**src/rtl/pe_pkg.sv**
```systemverilog
// Shared definitions for the PE array: operand/result widths and the operand-feeder FSM states.
package pe_pkg;

   localparam int unsigned OPA_W = 8;
   localparam int unsigned OPB_W = 8;
   localparam int unsigned ACC_W = 20;

   typedef enum logic [2:0] {IDLE, CLR, FEED, DRAIN, OUT} feeder_state_e;

endpackage

```
**src/rtl/pe_operand_feeder_if.sv**
```systemverilog
// Bundle of job, operand-stream, PE-side and result signals around one operand feeder.
interface pe_operand_feeder_if
   import pe_pkg::*;
#(
   parameter int unsigned CNT_W = 9,
   parameter int unsigned ACC_W = pe_pkg::ACC_W
);

   logic             job_valid;
   logic             job_ready;
   logic [CNT_W-1:0] job_len;
   logic             job_relu;
   logic             act_valid;
   logic             act_ready;
   logic [OPA_W-1:0] act_data;
   logic             wgt_valid;
   logic             wgt_ready;
   logic [OPB_W-1:0] wgt_data;
   logic             pe_en;
   logic             mode_sel;
   logic             reg_reset;
   logic [OPA_W-1:0] a_mul;
   logic [OPB_W-1:0] b_mul;
   logic [ACC_W-1:0] pe_result;
   logic             res_valid;
   logic             res_ready;
   logic [ACC_W-1:0] res_data;

   modport master (
      input  job_valid, job_len, job_relu, act_valid, act_data, wgt_valid, wgt_data,
             pe_result, res_ready,
      output job_ready, act_ready, wgt_ready, pe_en, mode_sel, reg_reset, a_mul, b_mul,
             res_valid, res_data
   );

   modport slave (
      output job_valid, job_len, job_relu, act_valid, act_data, wgt_valid, wgt_data,
             pe_result, res_ready,
      input  job_ready, act_ready, wgt_ready, pe_en, mode_sel, reg_reset, a_mul, b_mul,
             res_valid, res_data
   );

endinterface

```
**src/rtl/pe_operand_feeder.sv**
```systemverilog
// Sequences one dot-product job into a pe_core: clears it, streams operand pairs, waits for
// the PE pipeline to drain and then holds the captured result on a valid/ready port.
module pe_operand_feeder
   import pe_pkg::*;
#(
   parameter int unsigned K_MAX  = 256,
   parameter int unsigned CNT_W  = $clog2(K_MAX + 1),
   parameter int unsigned PE_LAT = 2
) (
   input logic                clk,
   input logic                reset_n,
   pe_operand_feeder_if.master bus
);

   localparam logic [CNT_W-1:0] KMax    = CNT_W'(K_MAX);
   localparam int unsigned      DRN_W   = (PE_LAT < 1) ? 1 : $clog2(PE_LAT + 1);
   localparam logic [DRN_W-1:0] DrnLast = DRN_W'(PE_LAT);

   feeder_state_e    state_q, state_d;
   logic [CNT_W-1:0] len_q, len_d;
   logic [CNT_W-1:0] cnt_q, cnt_d, cnt_inc;
   logic [DRN_W-1:0] drn_q, drn_d;
   logic             job_ready_q, job_ready_d;
   logic             pe_en_q, pe_en_d;
   logic             reg_reset_q, reg_reset_d;
   logic             mode_q, mode_d;
   logic [OPA_W-1:0] a_q, a_d;
   logic [OPB_W-1:0] b_q, b_d;
   logic             res_valid_q, res_valid_d;
   logic [ACC_W-1:0] res_data_q, res_data_d;
   logic             fire;

   // Joined handshake: each side is told "ready" only when the other side has data.
   assign fire    = (state_q == FEED) && bus.act_valid && bus.wgt_valid;
   assign cnt_inc = cnt_q + 1'b1;

   always_comb begin
      state_d     = state_q;
      len_d       = len_q;
      cnt_d       = cnt_q;
      drn_d       = drn_q;
      pe_en_d     = 1'b0;
      reg_reset_d = 1'b0;
      mode_d      = mode_q;
      a_d         = a_q;
      b_d         = b_q;
      res_valid_d = res_valid_q;
      res_data_d  = res_data_q;
      case (state_q)
         IDLE: begin
            if (job_ready_q && bus.job_valid) begin
               if (bus.job_len == '0) begin
                  res_data_d  = '0;
                  res_valid_d = 1'b1;
                  state_d     = OUT;
               end else begin
                  len_d       = (bus.job_len > KMax) ? KMax : bus.job_len;
                  mode_d      = bus.job_relu;
                  reg_reset_d = 1'b1;
                  cnt_d       = '0;
                  state_d     = CLR;
               end
            end
         end
         CLR: state_d = FEED;
         FEED: begin
            if (fire) begin
               pe_en_d = 1'b1;
               a_d     = bus.act_data;
               b_d     = bus.wgt_data;
               cnt_d   = cnt_inc;
               if (cnt_inc == len_q) begin
                  drn_d   = '0;
                  state_d = DRAIN;
               end
            end
         end
         DRAIN: begin
            // Count starts in the cycle the last pe_en is high.
            drn_d = drn_q + 1'b1;
            if (drn_q == DrnLast) begin
               res_data_d  = bus.pe_result;
               res_valid_d = 1'b1;
               state_d     = OUT;
            end
         end
         OUT: begin
            if (bus.res_ready) begin
               res_valid_d = 1'b0;
               state_d     = IDLE;
            end
         end
         default: state_d = IDLE;
      endcase
      job_ready_d = (state_d == IDLE);
   end

   always_ff @(posedge clk or negedge reset_n) begin
      if (!reset_n) begin
         state_q     <= IDLE;
         len_q       <= '0;
         cnt_q       <= '0;
         drn_q       <= '0;
         job_ready_q <= 1'b0;
         pe_en_q     <= 1'b0;
         reg_reset_q <= 1'b0;
         mode_q      <= 1'b0;
         a_q         <= '0;
         b_q         <= '0;
         res_valid_q <= 1'b0;
         res_data_q  <= '0;
      end else begin
         state_q     <= state_d;
         len_q       <= len_d;
         cnt_q       <= cnt_d;
         drn_q       <= drn_d;
         job_ready_q <= job_ready_d;
         pe_en_q     <= pe_en_d;
         reg_reset_q <= reg_reset_d;
         mode_q      <= mode_d;
         a_q         <= a_d;
         b_q         <= b_d;
         res_valid_q <= res_valid_d;
         res_data_q  <= res_data_d;
      end
   end

   assign bus.job_ready = job_ready_q;
   assign bus.act_ready = (state_q == FEED) && bus.wgt_valid;
   assign bus.wgt_ready = (state_q == FEED) && bus.act_valid;
   assign bus.pe_en     = pe_en_q;
   assign bus.reg_reset = reg_reset_q;
   assign bus.mode_sel  = mode_q;
   assign bus.a_mul     = a_q;
   assign bus.b_mul     = b_q;
   assign bus.res_valid = res_valid_q;
   assign bus.res_data  = res_data_q;

endmodule

```
**src/flat_wrapper.sv**
```systemverilog
// flat-port wrapper written by rule: the top's interface ports become plain ports
module pe_operand_feeder_flat import pe_pkg::*;
#(
   parameter int unsigned K_MAX  = 256,
   parameter int unsigned CNT_W  = $clog2(K_MAX + 1),
   parameter int unsigned PE_LAT = 2
)
  (clk, reset_n, bus_job_valid, bus_job_len, bus_job_relu, bus_act_valid, bus_act_data, bus_wgt_valid, bus_wgt_data, bus_pe_result, bus_res_ready, bus_job_ready, bus_act_ready, bus_wgt_ready, bus_pe_en, bus_mode_sel, bus_reg_reset, bus_a_mul, bus_b_mul, bus_res_valid, bus_res_data);
  pe_operand_feeder_if #(.CNT_W(CNT_W), .ACC_W(ACC_W)) bus_i ();
  input logic clk;
  input logic reset_n;
  input wire logic [$bits(bus_i.job_valid)-1:0] bus_job_valid;
  input wire logic [$bits(bus_i.job_len)-1:0] bus_job_len;
  input wire logic [$bits(bus_i.job_relu)-1:0] bus_job_relu;
  input wire logic [$bits(bus_i.act_valid)-1:0] bus_act_valid;
  input wire logic [$bits(bus_i.act_data)-1:0] bus_act_data;
  input wire logic [$bits(bus_i.wgt_valid)-1:0] bus_wgt_valid;
  input wire logic [$bits(bus_i.wgt_data)-1:0] bus_wgt_data;
  input wire logic [$bits(bus_i.pe_result)-1:0] bus_pe_result;
  input wire logic [$bits(bus_i.res_ready)-1:0] bus_res_ready;
  output wire logic [$bits(bus_i.job_ready)-1:0] bus_job_ready;
  output wire logic [$bits(bus_i.act_ready)-1:0] bus_act_ready;
  output wire logic [$bits(bus_i.wgt_ready)-1:0] bus_wgt_ready;
  output wire logic [$bits(bus_i.pe_en)-1:0] bus_pe_en;
  output wire logic [$bits(bus_i.mode_sel)-1:0] bus_mode_sel;
  output wire logic [$bits(bus_i.reg_reset)-1:0] bus_reg_reset;
  output wire logic [$bits(bus_i.a_mul)-1:0] bus_a_mul;
  output wire logic [$bits(bus_i.b_mul)-1:0] bus_b_mul;
  output wire logic [$bits(bus_i.res_valid)-1:0] bus_res_valid;
  output wire logic [$bits(bus_i.res_data)-1:0] bus_res_data;
  assign bus_i.job_valid = bus_job_valid;
  assign bus_i.job_len = bus_job_len;
  assign bus_i.job_relu = bus_job_relu;
  assign bus_i.act_valid = bus_act_valid;
  assign bus_i.act_data = bus_act_data;
  assign bus_i.wgt_valid = bus_wgt_valid;
  assign bus_i.wgt_data = bus_wgt_data;
  assign bus_i.pe_result = bus_pe_result;
  assign bus_i.res_ready = bus_res_ready;
  assign bus_job_ready = bus_i.job_ready;
  assign bus_act_ready = bus_i.act_ready;
  assign bus_wgt_ready = bus_i.wgt_ready;
  assign bus_pe_en = bus_i.pe_en;
  assign bus_mode_sel = bus_i.mode_sel;
  assign bus_reg_reset = bus_i.reg_reset;
  assign bus_a_mul = bus_i.a_mul;
  assign bus_b_mul = bus_i.b_mul;
  assign bus_res_valid = bus_i.res_valid;
  assign bus_res_data = bus_i.res_data;
  pe_operand_feeder #(.K_MAX(K_MAX), .CNT_W(CNT_W), .PE_LAT(PE_LAT)) u_core (.clk(clk), .reset_n(reset_n), .bus(bus_i));
endmodule
```
**config.mk**
```make
export PLATFORM = sky130hd
export DESIGN_NAME = pe_operand_feeder_flat
export DESIGN_NICKNAME = d
export VERILOG_FILES = /design/src/rtl/pe_pkg.sv /design/src/rtl/pe_operand_feeder_if.sv /design/src/rtl/pe_operand_feeder.sv /design/src/flat_wrapper.sv
export SDC_FILE = /design/constraint.sdc
export NUM_CORES = 1
export LEC_CHECK = 0
export CAP_MARGIN = 20
export CORE_MARGIN = 10
export CORE_UTILIZATION = 35
export CTS_CLUSTER_DIAMETER = 150
export CTS_CLUSTER_SIZE = 24
export DETAILED_ROUTE_END_ITERATION = 8
export GPL_TIMING_DRIVEN = 0
export SLEW_MARGIN = 15
export SYNTH_ARGS = -nofsm -noshare
export SYNTH_HDL_FRONTEND = slang
export SYNTH_SLANG_ARGS = --single-unit
```
**constraint.sdc**
```tcl
create_clock -name clk -period 2.2 [get_ports clk]
set_input_delay 0.44 -clock clk [delete_from_list [all_inputs] [get_ports clk]]
set_output_delay 0.44 -clock clk [all_outputs]
set_load 0.02 [all_outputs]
```
==> results of run 1 <==
## flip-flops by register name, summed over array words and instances, names as in the netlist
register              count
u_core.drn_q              2
u_core.state_q            3
u_core.cnt_q              9
u_core.bus.pe_en          1
u_core.bus.b_mul          8
u_core.bus.res_data      20
u_core.bus.a_mul          8
u_core.bus.reg_reset      1
u_core.bus.mode_sel       1
u_core.len_q              9
u_core.bus.res_valid      1
u_core.bus.job_ready      1
## final cells by class
type                    instances  area [µm²]
flip-flops and latches         64        1603
inverters                       4       20.02
fillers                       760        3986
clock inverters                 3       17.52
well taps                     105       131.4
plain buffers                  16       80.08
clock buffers                  12       155.1
multi-input cells             206        1236
repair buffers                 94       945.9
## logic make-up (layout without fill, tap and decap cells)
group | after synthesis | in the layout | share of synthesized area (%)
multiplexers | 2 | 2 | 0.7695
AND/OR/NAND/NOR | 128 | 128 | 21.38
AO/OA/AOI/OAI | 63 | 63 | 15.56
adder cells (fa/ha/maj) | 2 | 2 | 0.8549
flip-flops | 64 | 64 | 54.72
XOR/XNOR | 11 | 11 | 3.292
buffers and inverters | 20 | 129 | 3.420
## layout by cell type, fill, tap and decap left out, types with 2 or more instances in the layout
master           netlist  routed
nand3b_1               2       2
dlygate4sd2_1          0       2
a21oi_1                8       8
a31oi_1                2       2
inv_1                  3       3
nand2b_1               9       9
o21ai_1                4       4
or3_1                  4       4
nor2_1                15      15
nand2_1               72      72
nand3_1                6       6
dfrtp_1               64      63
xnor2_1                4       4
nor3_1                 7       7
clkinv_2               0       2
and3_1                 3       3
clkbuf_1               9      10
clkbuf_8               0      11
ha_1                   2       2
a22o_1                21      21
mux2_2                 2       2
clkdlybuf4s50_1        0      90
xor2_1                 7       7
buf_2                  3       3
buf_4                  2       3
o21ai_0               19      19
o41ai_1                2       2
## report_power, final
part | switching [W] | internal, W
registers | 0.000271 | 0.00159
logic | 0.00115 | 0.00103
clock network | 0.000428 | 0.000461
## repair_timing
item,in CTS,in global routing
hold buffers,0,0
endpoints found under the setup margin,2,2
endpoints found under the hold margin,0,0
gates resized for setup,2,2
## per-layer routing
layer	part of all wire (%)	GRT usage [%]
met1	41	14.49
met2	48	20.01
met3	10	6.280
met4	1.0	4.884
met5	0	0
## synthesized netlist by cell type (2+ instances only)
library cell	number
a21oi_1	8
a22o_1	21
a31oi_1	2
and3_1	3
buf_2	3
buf_4	2
clkbuf_1	9
dfrtp_1	64
ha_1	2
inv_1	3
mux2_2	2
nand2_1	72
nand2b_1	9
nand3_1	6
nand3b_1	2
nor2_1	15
nor3_1	7
o21ai_0	19
o21ai_1	4
o41ai_1	2
or3_1	4
xnor2_1	4
xor2_1	7
## critical path, delay by kind of cell, from the launching register on
kind | cells | cell delay, ns
simple gates | 3 | 0.74
flops | 1 | 0.45
fa+ha+maj | 1 | 0.21
compound gates | 2 | 0.41
buf+inv | 1 | 0.17
## metrics by stage
| step | instances | setup slack (ns) | power (W) | utilization (%) |
|---|---|---|---|---|
| finish | 504 | 0.09895 | 0.004925 | 51.24 |
| detailed placement | 489 | -0.1221 | 0.004072 | 49.01 |
| global route | 504 | 0.01581 | 0.005278 | 51.24 |
| CTS | 504 | 0.04374 | 0.004973 | 51.09 |
| global placement | 488 | -1.522 | 0.004043 | 48.79 |
| floorplan | 290 | 0.2818 | 0.003098 | - |
## how the worst max path moves through the flow
stage,cells after the start,endpoint,slack (ns)
after detailed placement,7,u_core.bus.res_data[4],-0.12
after CTS,7,u_core.state_q[0],0.04
after floorplan,7,u_core.state_q[0],0.28
after global placement,1,u_core.bus.res_data[2],-1.52
after global routing,7,u_core.state_q[0],0.02
final,7,u_core.state_q[0],0.1
==> metrics.md, run 1 <==
| Metric | Value |
|---|---|
| Die span in y | `111.4 µm` |
| Area contributors post-synth | `dfrtp_1, nand2_1, a22o_1` |
| Number of endpoints failing setup at the final stage | `0` |
| Start point of the critical path | `u_core.cnt_q[0]` |
| Number of global-route vias before repair | `2548` |
| Largest net degree at the start of global routing | `42` |
| Nets | `449` |
| DRC | `0` |
| Number of enable-type register cells in the synthesized netlist | `0` |
| Launch instance of the worst register-to-register path | `u_core.cnt_q[0]` |
| Cell taking the most area after synthesis | `dfrtp_1` |
| Number of instances in the synthesized netlist | `290` |
| Crit Path Max Fanout | `8` |
| Proportion of synthesized chip area in sequential cells | `54.72%` |
| Clock root cell | `clkbuf_8` |
| Critical setup path kind | `flip-flop to flip-flop` |
| DIE AREA | `0.01242 mm²` |
| Cell with the largest stage delay on the worst path | `dfrtp_2` |
| Maximum vdd ir drop | `0.4731 mV` |
| Share of flip-flops with an asynchronous set or reset after synthesis | `100.0%` |
| Placer Congestion | `0.8054` |
| HPWL after detailed placement | `5884 µm` |
| CTS tree | `yes` |
| Post-Route Hold Slack | `0.007337 ns` |
| Detailed-route wire length | `7741 µm` |
| Wire length of the first global-routing pass | `13030 µm` |
| Pwr dens | `1176 mW/mm²` |
| Max Cap Violations | `0` |
| Number of buffers inserted to repair setup after CTS | `0` |
| Ys flop type | `dfrtp_1` |
| Initial antenna violation count | `0` |
| Antenna viol nets, final | `0` |
| Setup repair after global routing missed its margin | `no` |
| Final Critical Period | `2.101 ns` |
| DRC marker count from the first detailed-route iteration | `96` |
| Critical R2R Capture | `u_core.state_q[0]` |
| Max-slew violation count | `0` |
| Sort of element at the end of the critical path | `flip-flop` |
| Inserted Clock Buffers | `9` |
| Cell area after placement | `0.004006 mm²` |
| Mapped cell area | `0.002927 mm²` |
| Later-pin clock latency in the skew report | `0.33 ns` |
| Total inserted antenna cells | `0` |
| Total routing resource utilization after global routing | `12.70%` |
| Post-synthesis cell type count | `43` |
| Number of clock sinks seen by CTS | `64` |
| IO Count | `95` |
| Worst clock skew | `0.005441 ns` |
| Seq cells post-synth | `64` |
| Leakage power | `1.920 nW` |
| Required time of the critical path | `2.40 ns` |
| Transition time at the pin with the least slew margin | `0.4673 ns` |
| Path class of the lowest-slack min-delay path | `input port to async pin` |
| Starting Density | `35.80%` |
| Layout cells sized above 1 | `9.524%` |
| Die X-Extent | `111.4 µm` |
| Final critical-path share of the clock period | `95.50%` |
| Area share of the leading cell type in the synthesized netlist | `54.72%` |
| Placeable Area | `0.008175 mm²` |
| Slowest Stage Delay on Critical Path | `0.45 ns` |
| Final number of hold-violating endpoints | `0` |
| Depth of the CTS H-tree | `3` |
| Flop2flop setup slack | `0.1 ns` |
| Data arrival time at the worst-slack endpoint | `2.30 ns` |
| R2r worst-path depth | `7` |
| Max transition margin | `68.84%` |
| Post-Layout Inst Area | `0.004189 mm²` |
| Layout area overhead | `43.14%` |
| Standard-cell row count | `33` |
| Pre-Repair DR Iteration Count | `4` |
| Total congestion overflow | `0` |
| Via count | `2432` |
| Post-synth net total | `344` |
| Number of port buffers | `93` |
| Clock edge transition at the registers on the reported setup and hold paths | `0.07 ns` |
| Vias per std cell | `4.825` |
| Result of the run | `complete, no violations` |
| Max Buffers Root-to-Sink | `2` |
| Cell breakdown of the critical path | `ha_1 > clkbuf_2 > and4_4 > and4b_1 > o32ai_4 > a2111oi_4 > or3_1` |
| Average cell area after synthesis | `10.09 µm²` |
| Total negative slack for setup checks | `0 ns` |
| Maximum clock rate | `476.0 MHz` |
| Ys Warns | `0` |
| Average detailed-routed wire length per instance | `15.36 µm` |
| CP Launch Type | `flip-flop` |
(Power assumes the default switching activity.)
==> run 2: changes to the inputs <==
--- a/config.mk
+++ b/config.mk
@@ -12,6 +12,7 @@
 export CTS_CLUSTER_SIZE = 24
 export DETAILED_ROUTE_END_ITERATION = 8
 export GPL_TIMING_DRIVEN = 0
+export SETUP_SLACK_MARGIN = 0.2
 export SLEW_MARGIN = 15
 export SYNTH_ARGS = -nofsm -noshare
 export SYNTH_HDL_FRONTEND = slang
==> metrics.md, run 2 (synthesis results as in run 1) <==
| Metric | Value |
|---|---|
| Later-pin clock latency in the skew report | `0.33 ns` |
| CTS tree | `yes` |
| Total negative slack for setup checks | `0 ns` |
| Overall power | `0.005006 W` |
| Non-filler cells in the finished layout | `511` |
| Transition time at the pin with the least slew margin | `0.4720 ns` |
| Max Cap Violations | `0` |
| Vias per std cell | `4.824` |
| HPWL after detailed placement | `5884 µm` |
| DIE AREA | `0.01242 mm²` |
| Total routing resource utilization after global routing | `12.72%` |
| Number of global-route vias before repair | `2556` |
| Pre-Repair DR Iteration Count | `4` |
| Placed Cells incl. Taps | `489` |
| Met2 track demand over resource | `20.01%` |
| Final critical-path share of the clock period | `90.94%` |
| Max Buffers Root-to-Sink | `2` |
| Number of port buffers | `93` |
| Global route hottest layer | `met2` |
| Sort of element at the end of the critical path | `flip-flop` |
| Path class of the lowest-slack min-delay path | `input port to async pin` |
| Total congestion overflow | `0` |
| Setup repair after global routing missed its margin | `yes` |
| Starting Density | `35.80%` |
| Placer Congestion | `0.8054` |
| Initial antenna violation count | `0` |
| Layout cells sized above 1 | `12.81%` |
| Fraction of met1 tracks used by global routing | `14.55%` |
| Flip-flop count of the largest register after layout | `20` |
| Maximum clock rate | `499.8 MHz` |
| Layout area overhead | `46.09%` |
| Depth of the CTS H-tree | `3` |
| Detailed-route wire length | `7901 µm` |
| Worst clock skew | `0.005579 ns` |
| Via count | `2465` |
| Max-slew violation count | `0` |
| Final number of hold-violating endpoints | `0` |
| Standard-cell row count | `33` |
| Die X-Extent | `111.4 µm` |
| Pwr dens | `1171 mW/mm²` |
| Cell area after placement | `0.004006 mm²` |
| Most frequent standard cell in the layout excluding fill and tap cells | `clkdlybuf4s50_1` |
| Clock root cell | `clkbuf_8` |
| Result of the run | `complete, no violations` |
| Max transition margin | `68.54%` |
| Post-CTS Hold Buffers | `0` |
| Inserted Clock Buffers | `9` |
| Met3 routing resource usage after global routing | `6.280%` |
| DRC | `0` |
| Data arrival time at the worst-slack endpoint | `2.20 ns` |
| Average detailed-routed wire length per instance | `15.46 µm` |
| Worst setup slack before clock tree synthesis | `-0.1221 ns` |
| Number of clock sinks seen by CTS | `64` |
| Post-Layout Inst Area | `0.004275 mm²` |
| Placeable Area | `0.008175 mm²` |
| Number of endpoints failing setup at the final stage | `0` |
| Most used cells in the layout excluding fill and tap cells | `clkdlybuf4s50_1, nand2_1, dfrtp_1` |
| DRC marker count from the first detailed-route iteration | `103` |
| Clock edge transition at the registers on the reported setup and hold paths | `0.07 ns` |
| Crit Path Max Fanout | `6` |
| CP Launch Type | `flip-flop` |
| Total inserted antenna cells | `0` |
| Nets | `456` |
| Leakage power | `1.961 nW` |
| IO Count | `95` |
| Largest net degree at the start of global routing | `42` |
| Maximum vdd ir drop | `0.4724 mV` |
| Die span in y | `111.4 µm` |
| Critical setup path kind | `flip-flop to flip-flop` |
| Antenna viol nets, final | `0` |
| Worst setup slack after layout | `0.1992 ns` |
| Required time of the critical path | `2.40 ns` |
| Fill cell count | `760` |
| Wire length of the first global-routing pass | `13070 µm` |
| Final Critical Period | `2.001 ns` |
-- run 2: metrics by stage --
stage / util, % / hold slack [ns]
2_1_floorplan: - / 0.1444
3_3_place_gp: 48.79 / 0.4582
3_5_place_dp: 49.01 / 0.3648
4_1_cts: 51.45 / 0.004260
5_1_grt: 52.30 / 0.02198
6_report: 52.30 / 0.005901
-- run 2: metal layers --
layer,vias to the layer above,part of all wire [%]
li1,1226,-
met1,1161,41
met2,71,48
met3,7,9.8
met4,0,1.1
met5,-,0
-- run 2: worst max-delay path, stage by stage, from the launching register on --
cell	delay, ns
dfrtp_1	0.44
ha_4	0.19
buf_6	0.12
and4_4	0.16
and4b_1	0.23
o32ai_4	0.31
a2111oi_4	0.11
or3_1	0.32
-- run 2: timing repair --
item / 4_1_cts / 5_1_grt
buffers inserted: 2 / 5
setup endpoints to repair: 5 / 26
gates cloned: 0 / 0
pin swaps: 1 / 4
hold endpoints to repair: 0 / 0
gates resized for setup: 5 / 17
-- run 2: worst paths after layout --
path / to / start / depth (start not counted) / slack (ns)
max in group asynchronous: u_core.state_q[1] / reset_n / 2 / 1.67
min in group clk: u_core.bus.b_mul[3] / u_core.bus.b_mul[3] / 2 / 0.48
max reg2reg: u_core.state_q[0] / u_core.cnt_q[1] / 7 / 0.20
min: u_core.cnt_q[3] / reset_n / 1 / 0.006
max: u_core.state_q[0] / u_core.cnt_q[1] / 7 / 0.20
min reg2reg: u_core.bus.b_mul[3] / u_core.bus.b_mul[3] / 2 / 0.48
-- run 2: area by class of cell --
type / instances / area [µm²] / share of cell area, %
sequential: 64 / 1604 / 37.52
clock buffer: 12 / 155.1 / 3.629
tap: 105 / 131.4 / 3.073
clock inverter: 3 / 17.52 / 0.4097
multi-input combinational: 206 / 1262 / 29.53
timing repair buffer: 101 / 994.7 / 23.27
inverter: 4 / 20.02 / 0.4682
buffer: 16 / 90.09 / 2.107
-- run 2: power by group --
part           switching, W  internal (W)
Sequential         0.000270       0.00159
Combinational       0.00117       0.00109
Clock              0.000427      0.000461
